**src/rtl/pipe_pkg.sv**
```systemverilog
// Shared pipeline definitions.
// Holds the stall-vector encoding, the flow-control mode selectors, the stage
// index map, and the decode of a (producer, consumer) stall pair into the
// flow action taken by an inter-stage register.
package pipe_pkg;

   localparam int   STALL_W = 6;
   localparam logic Stop    = 1'b1;
   localparam logic NoStop  = 1'b0;

   localparam int MODE_STALL     = 0;
   localparam int MODE_HANDSHAKE = 1;

   localparam int PC  = 0;
   localparam int IF  = 1;
   localparam int ID  = 2;
   localparam int EX  = 3;
   localparam int MEM = 4;
   localparam int WB  = 5;

   typedef enum logic [1:0] {
      FLOW_ADVANCE = 2'd0,
      FLOW_BUBBLE  = 2'd1,
      FLOW_HOLD    = 2'd2
   } flow_e;

   // s = producer stall bit, c = consumer stall bit.
   // The illegal (NoStop, Stop) pair deliberately falls through to advance.
   function automatic flow_e decode_flow(input logic s, input logic c);
      flow_e f;
      case ({s, c})
         {Stop, NoStop}: f = FLOW_BUBBLE;
         {Stop, Stop}:   f = FLOW_HOLD;
         default:        f = FLOW_ADVANCE;
      endcase
      return f;
   endfunction

endpackage

```
**src/rtl/pipe_stage_reg_if.sv**
```systemverilog
// Bundle of all non-clock signals of a pipe_stage_reg.
// master: the surrounding logic (drives payload/control, observes outputs).
// slave : the pipeline register itself.
interface pipe_stage_reg_if #(
   parameter int DATA_W  = 128,
   parameter int STALL_W = 6,
   parameter int CNT_W   = 16
);
   logic [STALL_W-1:0] stall;
   logic               flush;
   logic               in_valid;
   logic [DATA_W-1:0]  in_data;
   logic               in_next_ds;
   logic               in_ready;
   logic               out_valid;
   logic [DATA_W-1:0]  out_data;
   logic               out_ready;
   logic               ds_fb_o;
   logic [CNT_W-1:0]   bubble_cnt;
   logic [CNT_W-1:0]   hold_cnt;

   modport master (
      output stall, flush, in_valid, in_data, in_next_ds, out_ready,
      input  in_ready, out_valid, out_data, ds_fb_o, bubble_cnt, hold_cnt
   );

   modport slave (
      input  stall, flush, in_valid, in_data, in_next_ds, out_ready,
      output in_ready, out_valid, out_data, ds_fb_o, bubble_cnt, hold_cnt
   );
endinterface

```
**src/rtl/pipe_sat_counter.sv**
```systemverilog
// Saturating up-counter for pipeline performance statistics.
// Ports: clk, rst (sync, active-high), inc (count enable), cnt (value,
// sticks at all-ones instead of wrapping).
module pipe_sat_counter #(
   parameter int CNT_W = 16
) (
   input  logic             clk,
   input  logic             rst,
   input  logic             inc,
   output logic [CNT_W-1:0] cnt
);
   logic [CNT_W-1:0] r_cnt;

   // Count register: clears on reset, increments until all-ones.
   always_ff @(posedge clk) begin
      if (rst) begin
         r_cnt <= {CNT_W{1'b0}};
      end else if (inc && (r_cnt != {CNT_W{1'b1}})) begin
         r_cnt <= r_cnt + {{(CNT_W-1){1'b0}}, 1'b1};
      end else begin
         r_cnt <= r_cnt;
      end
   end

   assign cnt = r_cnt;
endmodule

```
**src/rtl/pipe_stage_reg_chk.sv**
```systemverilog
// Simulation checker for pipe_stage_reg.
// Ports: clk, rst, stall (global stall vector).
// Flags the illegal stall pattern "producer runs while consumer stops" in
// stall-vector mode; the register itself advances regardless.
module pipe_stage_reg_chk #(
   parameter int STALL_W   = 6,
   parameter int STAGE_IDX = 2,
   parameter int MODE      = 0
) (
   input logic               clk,
   input logic               rst,
   input logic [STALL_W-1:0] stall
);
   import pipe_pkg::*;

   a_no_run_into_stopped_consumer: assert property (
      @(posedge clk) disable iff (rst)
         (MODE != MODE_STALL) ||
         !((stall[STAGE_IDX] == NoStop) && (stall[STAGE_IDX+1] == Stop))
   );
endmodule

```
**src/rtl/pipe_stage_reg.sv**
```systemverilog
// Generic inter-stage pipeline register.
// Ports: clk, rst (sync, active-high) and bus (pipe_stage_reg_if.slave):
//   stall/flush/in_valid/in_data/in_next_ds/out_ready in,
//   in_ready/out_valid/out_data/ds_fb_o/bubble_cnt/hold_cnt out.
// MODE_STALL: follows the global stall vector (advance / bubble / hold).
// MODE_HANDSHAKE: ready/valid with a main register plus one skid entry, so
// in_ready can be registered without losing throughput.
module pipe_stage_reg #(
   parameter int              DATA_W     = 128,
   parameter int              MODE       = 0,
   parameter int              STALL_W    = pipe_pkg::STALL_W,
   parameter int              STAGE_IDX  = 2,
   parameter logic [DATA_W-1:0] BUBBLE_VAL = {DATA_W{1'b0}},
   parameter int              CNT_W      = 16
) (
   input logic             clk,
   input logic             rst,
   pipe_stage_reg_if.slave bus
);
   import pipe_pkg::*;

   logic              r_out_valid, r_ds, r_skid_full, r_in_ready;
   logic [DATA_W-1:0] r_out_data, r_skid_data;

   logic              w_valid_nxt, w_ds_nxt, w_skid_full_nxt;
   logic [DATA_W-1:0] w_data_nxt, w_skid_data_nxt;
   logic              w_accept, w_bub_inc, w_hold_inc;
   flow_e             w_flow;

   assign w_flow   = decode_flow(bus.stall[STAGE_IDX], bus.stall[STAGE_IDX+1]);
   assign w_accept = bus.in_valid & r_in_ready;

   // Next-state and counter-increment selection; flush overrides flow control
   // and suppresses every other counter increment.
   always_comb begin
      w_valid_nxt     = r_out_valid;
      w_data_nxt      = r_out_data;
      w_ds_nxt        = r_ds;
      w_skid_data_nxt = r_skid_data;
      w_skid_full_nxt = r_skid_full;
      w_bub_inc       = 1'b0;
      w_hold_inc      = 1'b0;
      if (bus.flush) begin
         w_valid_nxt     = 1'b0;
         w_data_nxt      = BUBBLE_VAL;
         w_ds_nxt        = 1'b0;
         w_skid_full_nxt = 1'b0;
         w_bub_inc       = 1'b1;
      end else if (MODE == MODE_STALL) begin
         case (w_flow)
            FLOW_BUBBLE: begin
               w_valid_nxt = 1'b0;
               w_data_nxt  = BUBBLE_VAL;
               w_ds_nxt    = 1'b0;
               w_bub_inc   = 1'b1;
            end
            FLOW_HOLD: begin
               w_hold_inc = 1'b1;
            end
            default: begin
               w_valid_nxt = bus.in_valid;
               w_data_nxt  = bus.in_data;
               w_ds_nxt    = bus.in_next_ds;
            end
         endcase
      end else begin
         if (w_accept) begin
            w_ds_nxt = bus.in_next_ds;
         end else begin
            w_ds_nxt = r_ds;
         end
         if (!r_out_valid || bus.out_ready) begin
            // Main is free this cycle: older skid entry goes first to keep order.
            // A full skid implies in_ready=0, so no accept can collide here.
            if (r_skid_full) begin
               w_data_nxt      = r_skid_data;
               w_valid_nxt     = 1'b1;
               w_skid_full_nxt = 1'b0;
            end else if (w_accept) begin
               w_data_nxt  = bus.in_data;
               w_valid_nxt = 1'b1;
            end else begin
               w_valid_nxt = 1'b0;
            end
         end else begin
            if (w_accept) begin
               w_skid_data_nxt = bus.in_data;
               w_skid_full_nxt = 1'b1;
            end else begin
               w_skid_full_nxt = r_skid_full;
            end
         end
         w_hold_inc = r_out_valid & ~bus.out_ready;
         w_bub_inc  = ~r_out_valid;
      end
   end

   // Payload, flags, skid entry and registered in_ready.
   always_ff @(posedge clk) begin
      if (rst) begin
         r_out_valid <= 1'b0;
         r_out_data  <= BUBBLE_VAL;
         r_ds        <= 1'b0;
         r_skid_full <= 1'b0;
         r_skid_data <= BUBBLE_VAL;
         r_in_ready  <= 1'b0;
      end else begin
         r_out_valid <= w_valid_nxt;
         r_out_data  <= w_data_nxt;
         r_ds        <= w_ds_nxt;
         r_skid_full <= w_skid_full_nxt;
         r_skid_data <= w_skid_data_nxt;
         r_in_ready  <= (MODE == MODE_STALL) ? 1'b1 : ~w_skid_full_nxt;
      end
   end

   pipe_sat_counter #(.CNT_W(CNT_W)) u_bubble_cnt (
      .clk (clk), .rst (rst), .inc (w_bub_inc),  .cnt (bus.bubble_cnt)
   );

   pipe_sat_counter #(.CNT_W(CNT_W)) u_hold_cnt (
      .clk (clk), .rst (rst), .inc (w_hold_inc), .cnt (bus.hold_cnt)
   );

   pipe_stage_reg_chk #(.STALL_W(STALL_W), .STAGE_IDX(STAGE_IDX), .MODE(MODE)) u_chk (
      .clk (clk), .rst (rst), .stall (bus.stall)
   );

   assign bus.in_ready  = r_in_ready;
   assign bus.out_valid = r_out_valid;
   assign bus.out_data  = r_out_data;
   assign bus.ds_fb_o   = r_ds;
endmodule

```
**src/flat_wrapper.sv**
```systemverilog
// flat-port wrapper written by rule: the top's interface ports become plain ports
module pipe_stage_reg_flat import pipe_pkg::*;
#(
   parameter int              DATA_W     = 128,
   parameter int              MODE       = 0,
   parameter int              STALL_W    = pipe_pkg::STALL_W,
   parameter int              STAGE_IDX  = 2,
   parameter logic [DATA_W-1:0] BUBBLE_VAL = {DATA_W{1'b0}},
   parameter int              CNT_W      = 16
)
  (clk, rst, bus_stall, bus_flush, bus_in_valid, bus_in_data, bus_in_next_ds, bus_out_ready, bus_in_ready, bus_out_valid, bus_out_data, bus_ds_fb_o, bus_bubble_cnt, bus_hold_cnt);
  pipe_stage_reg_if #(.DATA_W(DATA_W), .STALL_W(STALL_W), .CNT_W(CNT_W)) bus_i ();
  input logic clk;
  input logic rst;
  input wire logic [$bits(bus_i.stall)-1:0] bus_stall;
  input wire logic [$bits(bus_i.flush)-1:0] bus_flush;
  input wire logic [$bits(bus_i.in_valid)-1:0] bus_in_valid;
  input wire logic [$bits(bus_i.in_data)-1:0] bus_in_data;
  input wire logic [$bits(bus_i.in_next_ds)-1:0] bus_in_next_ds;
  input wire logic [$bits(bus_i.out_ready)-1:0] bus_out_ready;
  output wire logic [$bits(bus_i.in_ready)-1:0] bus_in_ready;
  output wire logic [$bits(bus_i.out_valid)-1:0] bus_out_valid;
  output wire logic [$bits(bus_i.out_data)-1:0] bus_out_data;
  output wire logic [$bits(bus_i.ds_fb_o)-1:0] bus_ds_fb_o;
  output wire logic [$bits(bus_i.bubble_cnt)-1:0] bus_bubble_cnt;
  output wire logic [$bits(bus_i.hold_cnt)-1:0] bus_hold_cnt;
  assign bus_i.stall = bus_stall;
  assign bus_i.flush = bus_flush;
  assign bus_i.in_valid = bus_in_valid;
  assign bus_i.in_data = bus_in_data;
  assign bus_i.in_next_ds = bus_in_next_ds;
  assign bus_i.out_ready = bus_out_ready;
  assign bus_in_ready = bus_i.in_ready;
  assign bus_out_valid = bus_i.out_valid;
  assign bus_out_data = bus_i.out_data;
  assign bus_ds_fb_o = bus_i.ds_fb_o;
  assign bus_bubble_cnt = bus_i.bubble_cnt;
  assign bus_hold_cnt = bus_i.hold_cnt;
  pipe_stage_reg #(.DATA_W(DATA_W), .MODE(MODE), .STALL_W(STALL_W), .STAGE_IDX(STAGE_IDX), .BUBBLE_VAL(BUBBLE_VAL), .CNT_W(CNT_W)) u_core (.clk(clk), .rst(rst), .bus(bus_i));
endmodule
```
**config.mk**
```make
export PLATFORM = sky130hd
export DESIGN_NAME = pipe_stage_reg_flat
export DESIGN_NICKNAME = d
export VERILOG_FILES = /design/src/rtl/pipe_pkg.sv /design/src/rtl/pipe_stage_reg_if.sv /design/src/rtl/pipe_sat_counter.sv /design/src/rtl/pipe_stage_reg_chk.sv /design/src/rtl/pipe_stage_reg.sv /design/src/flat_wrapper.sv
export SDC_FILE = /design/constraint.sdc
export NUM_CORES = 1
export LEC_CHECK = 0
export BUFFER_PORTS_ARGS = -buffer_cell sky130_fd_sc_hd__buf_2
export CAP_MARGIN = 20
export CORE_AREA = 2 2 117 119
export DETAILED_ROUTE_END_ITERATION = 10
export DIE_AREA = 0 0 119 121
export MAX_ROUTING_LAYER = met4
export PLACE_DENSITY_LB_ADDON = 0.08
export SKIP_CTS_REPAIR_TIMING = 1
export SYNTH_ARGS = -nofsm -noshare
export SYNTH_HDL_FRONTEND = slang
export SYNTH_SLANG_ARGS = --single-unit
```
**constraint.sdc**
```tcl
create_clock -name clk -period 3 [get_ports clk]
set_input_delay 0.3 -clock clk [delete_from_list [all_inputs] [get_ports clk]]
set_output_delay 0.3 -clock clk [all_outputs]
set_load 0.02 [all_outputs]
```
; Word-level counts from Yosys, hierarchy flattened
; Cells that the tools add are included.
[word_totals]
register_bits = 163
input_bits = 140
output_inout_bits = 163
wordCells = 26
[op_classes]
addsub = 2
eq_ne = 6
n_mux = 9
n_reduce_logical = 3
[op_table]
columns = op, n
row1 = $pmux 128 s2, 1
row2 = $add 16x1->16 const B, 2
row3 = $ne 16x16->1 const B, 2
row4 = $eq 2x2->1 const B, 3
row5 = $mux 1, 5
row6 = $pmux 1 s2, 2
row7 = $pmux 2 s2, 1
row8 = $eq 2x1->1 const B, 1
row9 = $logic_and 1x1->1, 2
row10 = $reduce_or 2->1, 1

; Longest topological paths before layout
[logic_depth]
depth_word = 6
depth_mapped = 7
ltp_nobuf = 5

; By module
; Synthesis repeated with hierarchy kept, for this count alone.
[hier_totals]
hier_cells = 784
area_unflattened_um2 = 7756.2
[modules_own_cells]
columns = mod, instances, cells_per_inst, area_each_um2
row1 = pipe_stage_reg, 1, 586, 6059.6
row2 = pipe_sat_counter, 2, 99, 848.3

; Worst setup path before layout
; OpenSTA, ideal clock, no wires.
[synth_timing]
path_kind = flip-flop to flip-flop
from = register u_core.u_hold_cnt.r_cnt[0] (netlist: u_core.u_hold_cnt.cnt[0])
to = register u_core.u_hold_cnt.r_cnt[10] (netlist: u_core.u_hold_cnt.cnt[10])
setup_time_ps = 70
t_arrival_ps = 1950
t_required_ps = 2930
setup_slack_ps = 980
path_stages_with_launch = 7
n_path_buf = 1
period_less_slack_ps = 2020
cell_sequence = dfxtp_1 -> ha_1 -> nand3_2 -> or3_1 -> buf_2 -> or4_1 -> a21oi_1
[synth_via]
elab_chain_cells = 2
word_cells_on_any_way = 3
cone_classes = add/sub: 1 / eq/ne: 1 / reduce/logical: 1
[synth_rtl]
columns = element, line
row1 = "start, declared", pipe_sat_counter.sv:12  ; logic [CNT_W-1:0] r_cnt;
row2 = "start signal, assigned", pipe_sat_counter.sv:17  ; r_cnt <= {CNT_W{1'b0}};
row3 = "start signal, assigned", pipe_sat_counter.sv:19  ; r_cnt <= r_cnt + {{(CNT_W-1){1'b0}}, 1'b1};
row4 = "start signal, assigned", pipe_sat_counter.sv:21  ; r_cnt <= r_cnt;
row5 = "parallel branches: the longest is 2 deep, another holds $add 16x1->16", -
; Parallel ways; which one is timed is not known.
; A chain may end at the register's enable or synchronous reset.

; Worst setup path after layout
; Same ends and word-level chain as after synthesis.

==> results list <==
- The flow ran to the end, and the final reports show no timing, DRC or antenna violations.
* Worst Max-Slew Pin Slew: roughly 0.81 ns
* Share of the yosys chip area belonging to registers: about 51%
- The worst hold path begins at bus_in_data[36].
* Static leakage: 3.94 nW
* Number of synthesized flops with an enable pin: 0
- Most common library cell in the layout ignoring fill and taps: sky130_fd_sc_hd__buf_2
* Worst-path fanout max: 7
- Pin placement for this block handled 303 I/O pins.
- Total design power: 4.75 mW
* Detailed-route vias per instance: 4.95
- The count of cells in the finished layout, fillers not included, comes to 1,229.
- Global routing used 24.5% of the available tracks.
- Critical Path End Type: flop
- The floorplan has 42 rows.
* Net Count, Synth: around 910
* Most used flip-flop cell after synthesis: sky130_fd_sc_hd__dfxtp_1
- The clock net in this run drives a total of 163 sinks.
- Wire length per cell: approximately 14 um
* Met1 wire length: 7.55 mm
- Number of global-route vias before repair: 5,636
- In the layout the commonest cells are sky130_fd_sc_hd__buf_2 (296), sky130_fd_sc_hd__dfxtp_1 (163), sky130_fd_sc_hd__a21oi_1 (152), sky130_fd_sc_hd__nor2_1 (142), sky130_fd_sc_hd__nor2b_1 (134).
* Insertion delay of the later-clocked pin in the worst-skew pair: 0.42 ns
- Final wirelength: between 15 and 20 mm
* Post-Synthesis Cell Area: 0.00644 mm2
- Traced cell by cell, the critical path runs through ha_1 > nand3_2 > or3_1 > or4_1 > a21oi_1.
- Register-to-Register Path Depth: 5
* 1st-pass router iterations: 4
- STA classifies the critical path startpoint as a flop.
- Number of antenna violations at the first check in global routing: 0
- Setup violations remaining at the end of the flow were counted as 0.
- For this run, design rule violations remaining after detail routing come to 0.
- Summed over all nets, wire length on met2 after detailed routing comes to roughly 8.4 mm.
- DRT iter0 DRCs: around 360
- Count of warnings emitted by yosys: 0
* Sum of overflow across all layers after global routing: 0
* Largest stage delay on the critical path: 0.53 ns
- CTS Root Cell: sky130_fd_sc_hd__clkbuf_16
- TritonCTS built the clock tree.
- The tool flagged a number of max-cap violations equal to 0.
- Post-synth cell types: 40
- In this run the remaining antenna-violating nets after routing total 0.
- Die Width: 119 um
- Across the VDD grid, the largest voltage drop is 313 uV.
- Area delta synth->final: 33.7%
- Inst Count DP: 1,197
- Clock-pin slew was measured on the worst setup and hold paths at 0.06 ns.
- The critical path in this run is classified as reg2reg.
* Number of storage elements in the synthesis netlist: 163
* Placed instance area: 0.00805 mm2
- The final route contains around 6,100 vias.
- Based on the critical path, the design can be clocked at up to between 0.4 and 0.5 GHz.
* Detailed route wirelength on metal3: 1.04 mm
- Subtracting the final worst setup slack from the clock period gives 2.01 ns.
- Number of buffers added by the clock tree synthesis step: 17
- For this run, asynchronously set or reset flops after synthesis account for 0%.
- Global-route wire length before repair: 27.6 mm
- Vertical die dimension: around 120 um
- On the critical path, the stage with the largest delay is an instance of sky130_fd_sc_hd__or4_1.
- Final Cell Area: 0.00861 mm2
- Number of levels the H-tree was split into: 4
- The path class of the tightest hold or removal check is in2reg.
- On the final layout, the worst clock skew is 0.00502 ns.
- Number of diodes: 0
* Setup TNS after final layout: 0 ns
- Number of cells produced by synthesis: 767
- The worst hold path was traced through 4 stages.
* DIE AREA: 0.0144 mm2
- STA puts the critical path data required time at 3.35 ns.
- Fraction of final layout cells sized beyond drive strength 1: ~33%
- Highest signal layer in the routed design: met4
- Pin count of the biggest net entering global routing: 79
- Routability-driven placement finished with a final weighted congestion of 0.843.
* Worst setup slack after layout: a little under 1 ns
- Register-to-register setup slack: 0.99 ns
- Source of the worst register-to-register timing path: u_core.u_hold_cnt.cnt[0]
* Areal power density over the cells: 552 mW/mm2
- Number of port buffers: 297
- Total half-perimeter wirelength after legalization and detailed placement: 12.2 mm
* Reg2reg end: u_core.u_hold_cnt.cnt[10]
- The total count of max-transition violations in the final report came to 0.
- Counting along the longest clock path gives a buffer depth of 2.
* Pre-CTS setup slack: 1.02 ns
* Worst slew slack as a fraction of its limit: 45.8%
* Core region area: between 0.01 and 0.015 mm2
- Arrival time worst endpoint: ~2.4 ns
- In the finished design, the share of the clock period the worst path needs comes to 67.1%.
- Hold EP: u_core.bus.out_data[36]
- Setup repair after global routing left no endpoint under its margin.
- Net count reported at finish: between 1,000 and 1,500
- Average cell area after synthesis: 8.40 um2
- Starting Density: 49.2%
* Count of endpoints failing hold in the final timing report: 0
[worst max-delay path by stage]
stage	endpoint	slack, ns	from	cells after the start
6_report	u_core.u_hold_cnt.cnt[10]	0.99	u_core.u_hold_cnt.cnt[0]	5
5_1_grt	u_core.u_hold_cnt.cnt[0]	0.84	u_core.u_hold_cnt.cnt[8]	4
4_1_cts	u_core.u_hold_cnt.cnt[10]	0.99	u_core.u_hold_cnt.cnt[0]	5
3_5_place_dp	u_core.u_hold_cnt.cnt[10]	1.02	u_core.u_hold_cnt.cnt[0]	5
3_3_place_gp	u_core.u_hold_cnt.cnt[10]	1.05	u_core.u_hold_cnt.cnt[0]	5
2_1_floorplan	u_core.u_hold_cnt.cnt[10]	0.98	u_core.u_hold_cnt.cnt[0]	6
[sequential cells by signal (all words and copies together) (netlist names)]
| name | cells |
|---|---|
| u_core.bus.out_data | 128 |
| u_core.bus.in_ready | 1 |
| u_core.bus.out_valid | 1 |
| u_core.u_bubble_cnt.cnt | 16 |
| u_core.bus.ds_fb_o | 1 |
| u_core.u_hold_cnt.cnt | 16 |
[layout make-up]
type,count,area [um2]
fillers,1177,4470
clock inverters,7,46.3
clock buffers,25,515
repair buffers,307,1590
multi-input cells,546,2960
flip-flops and latches,163,3260
well taps,176,220
inverters,5,18.8
[critical path, delay by kind of cell, from the launching register on]
| family | cells | cell delay (ns) |
|---|---|---|
| AND/OR/NAND/NOR | 3 | 1.17 |
| adder cells (fa/ha/maj) | 1 | 0.23 |
| AO/OA/AOI/OAI | 1 | 0.15 |
| flip-flops | 1 | 0.40 |
[routing by layer]
metal / vias up / track usage [%]
met2: 200 / 40.2
met3: 23 / 6.11
li1: 3145 / -
met1: 2721 / 28.9
met4: 0 / 9.82
met5: - / -
[power breakdown]
group	total, mW	switching (mW)	internal [mW]
clock network	2.04	0.845	1.19
logic	0.471	0.272	0.198
registers	2.25	0.0276	2.22
[cells by family after synthesis]
| group | Yosys count | synth area share (%) |
|---|---|---|
| AO/OA/AOI/OAI | 183 | 15.1 |
| adder cells (fa/ha/maj) | 2 | 0.388 |
| buffers and inverters | 58 | 3.44 |
| flip-flops | 163 | 50.7 |
| multiplexers | 5 | 0.855 |
| AND/OR/NAND/NOR | 356 | 29.5 |
[Yosys cell counts (all sizes together) (4+ instances only)]
| master | n | share of area, % |
|---|---|---|
| dfxtp | 163 | 51 |
| a21oi | 152 | 12 |
| nor2 | 142 | 8.3 |
| nor2b | 134 | 13 |
| clkbuf | 45 | 2.6 |
| or4 | 14 | 1.6 |
| o31ai | 13 | 1.5 |
| nor3 | 11 | 0.85 |
| nand2 | 10 | 0.58 |
| nand3 | 9 | 0.85 |
| buf | 8 | 0.52 |
| nand4 | 8 | 0.87 |
| o21ai | 7 | 0.54 |
| inv | 5 | 0.29 |
| nor4 | 5 | 0.68 |
| or3 | 5 | 0.49 |
| a31oi | 4 | 0.39 |
| mux2 | 4 | 0.70 |
[metrics by stage]
step,hold slack (ns),util (%)
4_1_cts,0.188,65.8
5_1_grt,0.212,65.8
3_5_place_dp,0.468,61.5
2_1_floorplan,0.543,-
6_report,0.200,65.8
3_3_place_gp,0.459,61.5
Power figures use the tool's default switching activity.
